## src/rtl/axi_arb_pkg.sv

```systemverilog
// Shared types for the N-port AXI-lite arbiter: FSM state encoding and the
// grant-index width helper used by the top and the round-robin picker.
package axi_arb_pkg;

   typedef enum logic [1:0] {
      IDLE = 2'd0,
      WR   = 2'd1,
      RD   = 2'd2
   } arb_state_e;

   function automatic int idx_w(input int n);
      return (n > 1) ? $clog2(n) : 1;
   endfunction

endpackage

```

## src/rtl/axi_rr_pick.sv

```systemverilog
// Combinational round-robin picker: first set request at or after ptr_i,
// wrapping modulo N_MST.
module axi_rr_pick
   import axi_arb_pkg::*;
#(
   parameter  int N_MST = 2,
   localparam int IDX_W = idx_w(N_MST)
) (
   input  logic [N_MST-1:0] req_i,
   input  logic [IDX_W-1:0] ptr_i,
   output logic [N_MST-1:0] onehot_o,
   output logic [IDX_W-1:0] idx_o,
   output logic             found_o
);

   // Scan from the far end so the candidate closest to ptr_i is written last.
   always_comb begin
      onehot_o = '0;
      idx_o    = '0;
      found_o  = 1'b0;
      for (int k = N_MST - 1; k >= 0; k--) begin
         if (req_i[(int'(ptr_i) + k) % N_MST]) begin
            idx_o   = IDX_W'((int'(ptr_i) + k) % N_MST);
            found_o = 1'b1;
         end
      end
      if (found_o) onehot_o[idx_o] = 1'b1;
   end

endmodule

```

## src/rtl/axi_arbiter_nport.sv

```systemverilog
// N-master to 1-slave single-beat AXI-lite arbiter, one transaction in flight.
// Optional high-priority master enabled by defining AXI_ARB_HIPRI_EN.
//
// state | meaning
// IDLE  | no owner; arbitrate among AW/AR requesters
// WR    | granted master's AW/W routed to slave, waiting for B handshake
// RD    | granted master's AR routed to slave, waiting for R handshake
module axi_arbiter_nport
   import axi_arb_pkg::*;
#(
   parameter  int N_MST     = 2,
   parameter  int ADDR_W    = 64,
   parameter  int DATA_W    = 64,
   parameter  int HIPRI_IDX = 1,
   localparam int STRB_W    = DATA_W / 8,
   localparam int IDX_W     = idx_w(N_MST)
) (
   input  logic                          clk,
   input  logic                          rst,
   input  logic [N_MST-1:0][ADDR_W-1:0]  m_aw_addr,
   input  logic [N_MST-1:0]              m_aw_valid,
   output logic [N_MST-1:0]              m_aw_ready,
   input  logic [N_MST-1:0][DATA_W-1:0]  m_w_data,
   input  logic [N_MST-1:0][STRB_W-1:0]  m_w_strb,
   input  logic [N_MST-1:0]              m_w_valid,
   output logic [N_MST-1:0]              m_w_ready,
   output logic [N_MST-1:0]              m_b_valid,
   input  logic [N_MST-1:0]              m_b_ready,
   input  logic [N_MST-1:0][ADDR_W-1:0]  m_ar_addr,
   input  logic [N_MST-1:0]              m_ar_valid,
   output logic [N_MST-1:0]              m_ar_ready,
   output logic [DATA_W-1:0]             m_r_data,
   output logic [N_MST-1:0]              m_r_valid,
   input  logic [N_MST-1:0]              m_r_ready,
   output logic [ADDR_W-1:0]             s_aw_addr,
   output logic                          s_aw_valid,
   input  logic                          s_aw_ready,
   output logic [DATA_W-1:0]             s_w_data,
   output logic [STRB_W-1:0]             s_w_strb,
   output logic                          s_w_valid,
   input  logic                          s_w_ready,
   input  logic                          s_b_valid,
   output logic                          s_b_ready,
   output logic [ADDR_W-1:0]             s_ar_addr,
   output logic                          s_ar_valid,
   input  logic                          s_ar_ready,
   input  logic [DATA_W-1:0]             s_r_data,
   input  logic                          s_r_valid,
   output logic                          s_r_ready,
   output logic [IDX_W-1:0]              grant_idx,
   output logic                          busy
);

`ifdef AXI_ARB_HIPRI_EN
   localparam bit HIPRI_EN = 1'b1;
`else
   localparam bit HIPRI_EN = 1'b0;
`endif

   arb_state_e       state_q, state_d;
   logic [IDX_W-1:0] grant_q, grant_d;
   logic [IDX_W-1:0] rr_ptr_q, rr_ptr_d;

   logic [N_MST-1:0] req;
   logic [N_MST-1:0] pick_onehot;
   logic [IDX_W-1:0] pick_idx;
   logic             pick_found;
   logic [IDX_W-1:0] win_idx;
   logic             win_aw;
   logic [IDX_W-1:0] ptr_nxt;
   logic             ptr_adv;

   assign req = m_aw_valid | m_ar_valid;

   axi_rr_pick #(.N_MST(N_MST)) u_pick (
      .req_i    (req),
      .ptr_i    (rr_ptr_q),
      .onehot_o (pick_onehot),
      .idx_o    (pick_idx),
      .found_o  (pick_found)
   );

   assign ptr_nxt = (grant_q == IDX_W'(N_MST - 1)) ? '0 : grant_q + 1'b1;
   // The priority master does not move the pointer, so the others keep their rotation.
   assign ptr_adv = !(HIPRI_EN && (grant_q == IDX_W'(HIPRI_IDX)));

   always_comb begin
      if (HIPRI_EN && req[HIPRI_IDX]) begin
         win_idx = IDX_W'(HIPRI_IDX);
         win_aw  = m_aw_valid[HIPRI_IDX];
      end else begin
         win_idx = pick_idx;
         win_aw  = |(pick_onehot & m_aw_valid);
      end
   end

   always_comb begin
      state_d    = state_q;
      grant_d    = grant_q;
      rr_ptr_d   = rr_ptr_q;
      m_aw_ready = '0;
      m_w_ready  = '0;
      m_b_valid  = '0;
      m_ar_ready = '0;
      m_r_valid  = '0;
      s_aw_valid = 1'b0;
      s_w_valid  = 1'b0;
      s_b_ready  = 1'b0;
      s_ar_valid = 1'b0;
      s_r_ready  = 1'b0;
      unique case (state_q)
         IDLE: begin
            if (pick_found) begin
               grant_d = win_idx;
               state_d = win_aw ? WR : RD;
            end
         end
         WR: begin
            s_aw_valid          = m_aw_valid[grant_q];
            s_w_valid           = m_w_valid[grant_q];
            s_b_ready           = m_b_ready[grant_q];
            m_aw_ready[grant_q] = s_aw_ready;
            m_w_ready[grant_q]  = s_w_ready;
            m_b_valid[grant_q]  = s_b_valid;
            if (s_b_valid && m_b_ready[grant_q]) begin
               state_d = IDLE;
               if (ptr_adv) rr_ptr_d = ptr_nxt;
            end
         end
         RD: begin
            s_ar_valid          = m_ar_valid[grant_q];
            s_r_ready           = m_r_ready[grant_q];
            m_ar_ready[grant_q] = s_ar_ready;
            m_r_valid[grant_q]  = s_r_valid;
            if (s_r_valid && m_r_ready[grant_q]) begin
               state_d = IDLE;
               if (ptr_adv) rr_ptr_d = ptr_nxt;
            end
         end
         default: state_d = IDLE;
      endcase
   end

   always_ff @(posedge clk) begin
      if (rst) begin
         state_q  <= IDLE;
         grant_q  <= '0;
         rr_ptr_q <= '0;
      end else begin
         state_q  <= state_d;
         grant_q  <= grant_d;
         rr_ptr_q <= rr_ptr_d;
      end
   end

   assign s_aw_addr = m_aw_addr[grant_q];
   assign s_w_data  = m_w_data[grant_q];
   assign s_w_strb  = m_w_strb[grant_q];
   assign s_ar_addr = m_ar_addr[grant_q];
   assign m_r_data  = s_r_data;
   assign grant_idx = grant_q;
   assign busy      = (state_q != IDLE);

endmodule
```

## config.mk

```make
export PLATFORM = sky130hd
export DESIGN_NAME = axi_arbiter_nport
export DESIGN_NICKNAME = d
export VERILOG_FILES = /design/src/rtl/axi_arb_pkg.sv /design/src/rtl/axi_rr_pick.sv /design/src/rtl/axi_arbiter_nport.sv
export SDC_FILE = /design/constraint.sdc
export NUM_CORES = 1
export LEC_CHECK = 0
export CAP_MARGIN = 30
export CORE_AREA = 2 2 293 295
export DETAILED_ROUTE_END_ITERATION = 16
export DIE_AREA = 0 0 295 297
export PLACE_DENSITY = 0.38
export SYNTH_ARGS = -nofsm -noshare
export SYNTH_HDL_FRONTEND = slang
export SYNTH_HIERARCHICAL = 1
export SYNTH_SLANG_ARGS = --single-unit
```

## constraint.sdc

```tcl
create_clock -name clk -period 1.75 [get_ports clk]
set_input_delay 0.175 -clock clk [delete_from_list [all_inputs] [get_ports clk]]
set_output_delay 0.175 -clock clk [all_outputs]
set_load 0.02 [all_outputs]
```

* Word level (Yosys, flattened, before mapping)
Cells that the tools add are included. Widths: inputs -> output; s select.
Cells by class: add/subtract/negate cells 2, reduce and logical (&&, ||, !) cells 11, eq/ne operators 5, order comparisons 6, multiplexer cells 51, bitwise logic cells 8
Operator list (count):
- $mux 64 | 6
- $mux 1 | 29
- $mux 2 | 10
- $mux 8 | 2
- $and 2x2->2 | 6
- $lt 1x2->1 const B | 3
- $ne 2x2->1 const B | 3
- $pmux 2 s3 | 1
- $reduce_and 3->1 | 2
- $logic_and 1x1->1 | 4
- $reduce_bool 2->1 | 2
- $lt 2x3->1 const B | 1
- $add 1x1->1 const B | 2
- $demux 1 s1 | 2
- $eq 2x1->1 const B | 1
- $eq 2x2->1 const B | 1
- $ge 1x1->1 const B | 2
- $logic_not 2->1 | 1
- $or 2x2->2 | 1
- $pmux 1 s2 | 1
- $reduce_and 2->1 | 1
- $reduce_or 2->1 | 1
- $and 1x1->1 const A | 1
Storage, ports and cells: register bits 4, output and inout bits 281

* Longest topological paths before layout
depth after elaboration 17, gate-level depth with buffers 5, gate-level depth less buffers 5

* By module
The synthesis kept the hierarchy.
Modules (own cells, without submodules):
- axi_arbiter_nport | cells each 346, times used 1, area each 3399.5 µm²
- axi_rr_pick | cells each 5, times used 1, area each 32.5 µm²

* Worst setup path after synthesis
OpenSTA, ideal clock, no wires.
kind register -> output, from reg grant_q, in the netlist grant_idx, to out m_aw_ready[0], buffers on the path 3, cell stages (with the launch flop) 5, arrival time 1.343 ns, path slack 0.232 ns, cell sequence dfxtp_1 buf_6 buf_6 buf_2 nor3_1
Between the ends: cells in the longest elaborated chain, start to end 6
Ends and longest elaborated chain:
- start, declared | RTL line axi_arbiter_nport.sv:61 | logic [IDX_W-1:0] grant_q, grant_d;
- start signal, assigned | RTL line axi_arbiter_nport.sv:151 | grant_q <= grant_d;
- $lt 1x2->1 (not written as such) or $ge 1x1->1 (tied branches) | RTL line axi_arbiter_nport.sv:122 | m_aw_ready[grant_q] = s_aw_ready;
- $logic_and 1x1->1 (not written as such) | RTL line axi_arbiter_nport.sv:122
- $mux 1 (not written as such) | RTL line axi_arbiter_nport.sv:122
- $demux 1 s1 * | RTL line axi_arbiter_nport.sv:122
- $and 2x2->2 (no source line) *
- $mux 2 * | RTL line axi_arbiter_nport.sv:111 | unique case (state_q)
- end, declared | RTL line axi_arbiter_nport.sv:22 | output logic [N_MST-1:0] m_aw_ready,
Every way passes the cells marked *; elsewhere a longest branch is shown, timed or not.

* Final worst setup path
from reg grant_q, in the netlist grant_idx, to out s_ar_addr[10]
Between the ends: cells in the longest elaborated chain, start to end 2
Ends and longest elaborated chain:
- $mux 64 (not written as such) (2 in series) | RTL line axi_arbiter_nport.sv:159 | assign s_ar_addr = m_ar_addr[grant_q];
- end, declared | RTL line axi_arbiter_nport.sv:44 | output logic [ADDR_W-1:0] s_ar_addr,
No other way between the ends. The select of a mux whose other input is x is not followed.

==> reports/results.tsv <==
metric	value	unit
multi_input_area	2680	sq um
skew	0.00217	ns
violations	negative setup slack	
postRouteAntennaNets	0	
vias	5244	
arrival	1.75	ns
syn_nets	832	
clkTransAtPathRegs	0.03	ns
grt_pass1_vias	5957	
synth_edf_count	0	
cts_tree	yes	
finalMaxSlewViolations	0	
critical_path_class	flip-flop to output pin	
coreArea	84500	sq um
finalHoldWorstSlack	0.350	ns
initial_core_util	4.06	%
drc_errors	0	
die_x	295	um
finalWorstSetupSlack	-0.175	ns
area_growth	218	%
final_area	10900	sq um
critPathLaunchType	flip-flop	
peakVddDrop	0.236	mV
drive_above_1_share	42.4	%
fin_util	12.9	%
slew_headroom	80.3	%
grt_usage	9.24	%
port_buffers	633	
status	finished, violations left	
p_leak	0.00423	uW
grt_pass1_wl	53400	um
via_per_inst	2.51	
period_minus_slack	1.93	ns
m1WireLength	14800	um
maxCapViolCount	0	
max_freq	0.519	GHz
clk_latency	0.22	ns
grt_max_degree	22	
fp.dieH	297	um
yosysUniqueCellTypes	29	
synth.cell_area	3430	sq um
yosysTopAreaCellShare	65.6	%
synthArstFlopShare	0	%
drtIter0Drc	115	
finalSetupTns	-7.98	ns
cts_made_buffers	3	
placedInstanceArea	11000	sq um
tightest_slew	0.292	ns
required	1.57	ns
dr.pass1.iters	4	
row_count	107	
fillers	9637	
regArea	83.8	sq um
yosysTopAreaCell	mux2_2	
grt_setup_unrepaired	yes	
hold_path.class	primary input to output pin	
ys_top_cells_by_area	mux2_2, buf_4, buf_6	
clock-sinks	4	
fin_nets	1426	
routed-wl-met2	19300	um
io_pins	762	
synth_flop_cell	dfxtp_1	
syn-instance-count	351	
overflow	0	
hold_buffers	0	
wirelength	43700	um
fin_crit_sh	110	%
dp_hpwl	40700	um
power_density	426	nW/um^2
antenna_found_initial	5	
route.met3.wl	8190	um
ff2ff_setup_slack	0.04	ns
top_layer	met5	
die-area	87600	sq um
hold_violations	0	
ys_seq_area_share	2.33	%
gp_congestion	0.816	
clockBufferDepth	2	
cts_root_buffer	clkbuf_16	
end_kind	output pin	
synth_area_per_cell	9.78	sq um
cts_max_level	1	
ys_ff_latch	4	
yosys_warnings	6	
critPathMaxFanout	21	
wl_per_cell	20.9	um
report.final.setup_viol	87	
through the flow:
stage | std cells | power (uW) | setup WS (ns)
after floorplan | 351 | 1990 | 0.232
after global placement | 2082 | 4570 | -0.144
after detailed placement | 2082 | 4570 | -0.172
after CTS | 2087 | 4810 | -0.261
after global routing | 2090 | 4960 | -0.253
final | 2090 | 4650 | -0.175
synth_stat cells (2+ instances only):
cell type  instances
mux2_2           200
buf_4             70
buf_6             13
nor2_1            12
buf_2              6
nand2_1            5
dfxtp_1            4
mux2i_1            4
nand2b_1           4
a21boi_1           3
inv_1              3
nor3_1             3
or2_2              3
and3_1             2
mux2i_4            2
nand3b_1           2
nor2b_1            2
o21ai_0            2
cells by family (layout without fill, tap and decap cells):
kind of cell	count (synthesis)	after routing	share of synthesized area [%]
other cells	0	2	0
compound gates	10	10	2.44
flops	4	4	2.33
simple gates	37	37	5.76
buf+inv	93	686	20.9
mux	207	207	68.5
timing repair:
item	in CTS	in global routing
gates resized for setup	229	112
setup endpoints to repair	205	203
buffers inserted	1	1
power breakdown:
| group | switching [uW] | total (uW) | internal (uW) |
|---|---|---|---|
| Sequential | 21.4 | 127 | 106 |
| Clock | 66.3 | 367 | 301 |
| Combinational | 1920 | 4150 | 2230 |
sequential cells by signal, indices dropped and copies added, names as in the netlist:
register	flops
grant_idx	1
state_q	2
rr_ptr_q	1
metal layers:
metal	vias to the layer above	track usage (%)
met1	2332	8.92
met5	-	0
met3	24	7.22
li1	2388	-
met4	4	2.95
met2	496	15.0
layout make-up:
cell class / instances / share of cell area (%)
timing repair buffer: 679 / 60.7
multi-input combinational: 254 / 24.5
tap: 1144 / 13.1
sequential: 4 / 0.768
clock buffer: 4 / 0.722
inverter: 3 / 0.103
antenna: 2 / 0.0458
worst max-delay path: stages, from the launching register on:
cell	delay, ns
dfxtp_4	0.40
buf_8	0.21
mux2_2	0.36
clkdlybuf4s50_1	0.54
path summary, 6_finish.rpt:
check,end,from,cells after the start
worst min-delay path,m_r_data[21],s_r_data[21],0
worst max-delay path,s_ar_addr[10],grant_idx$_SDFFE_PP0P_,3
worst max register to register,rr_ptr_q$_SDFFE_PP0P_,grant_idx$_SDFFE_PP0P_,6
worst min register to register,rr_ptr_q$_SDFFE_PP0P_,rr_ptr_q$_SDFFE_PP0P_,2
cell usage in the layout (no fill, tap or decap), types with 2 or more instances in the layout:
master           Yosys  layout
or2_2                3       3
a21boi_1             3       3
dfxtp_1              4       3
mux2_2             200     191
dlygate4sd2_1        0      49
buf_2                6      27
nor2_2               0       2
mux2i_4              2       2
and3_1               2       2
buf_4               70      72
dlymetal6s2s_1       0      23
clkdlybuf4s15_1      0       2
buf_8                0       2
nand2b_1             4       4
nor2_1              12      10
buf_6               13      16
mux2i_1              4       3
inv_1                3       3
mux2_4               1      10
buf_12               0      29
nand3b_1             2       2
o21ai_0              2       2
diode_2              0       2
clkbuf_2             1      34
nor2b_1              2       2
clkdlybuf4s50_1      0     420
clkdlybuf4s15_2      0       4
nand2_1              5       5
clkbuf_16            0       3
nor3_1               3       3
(Power assumes the default switching activity.)
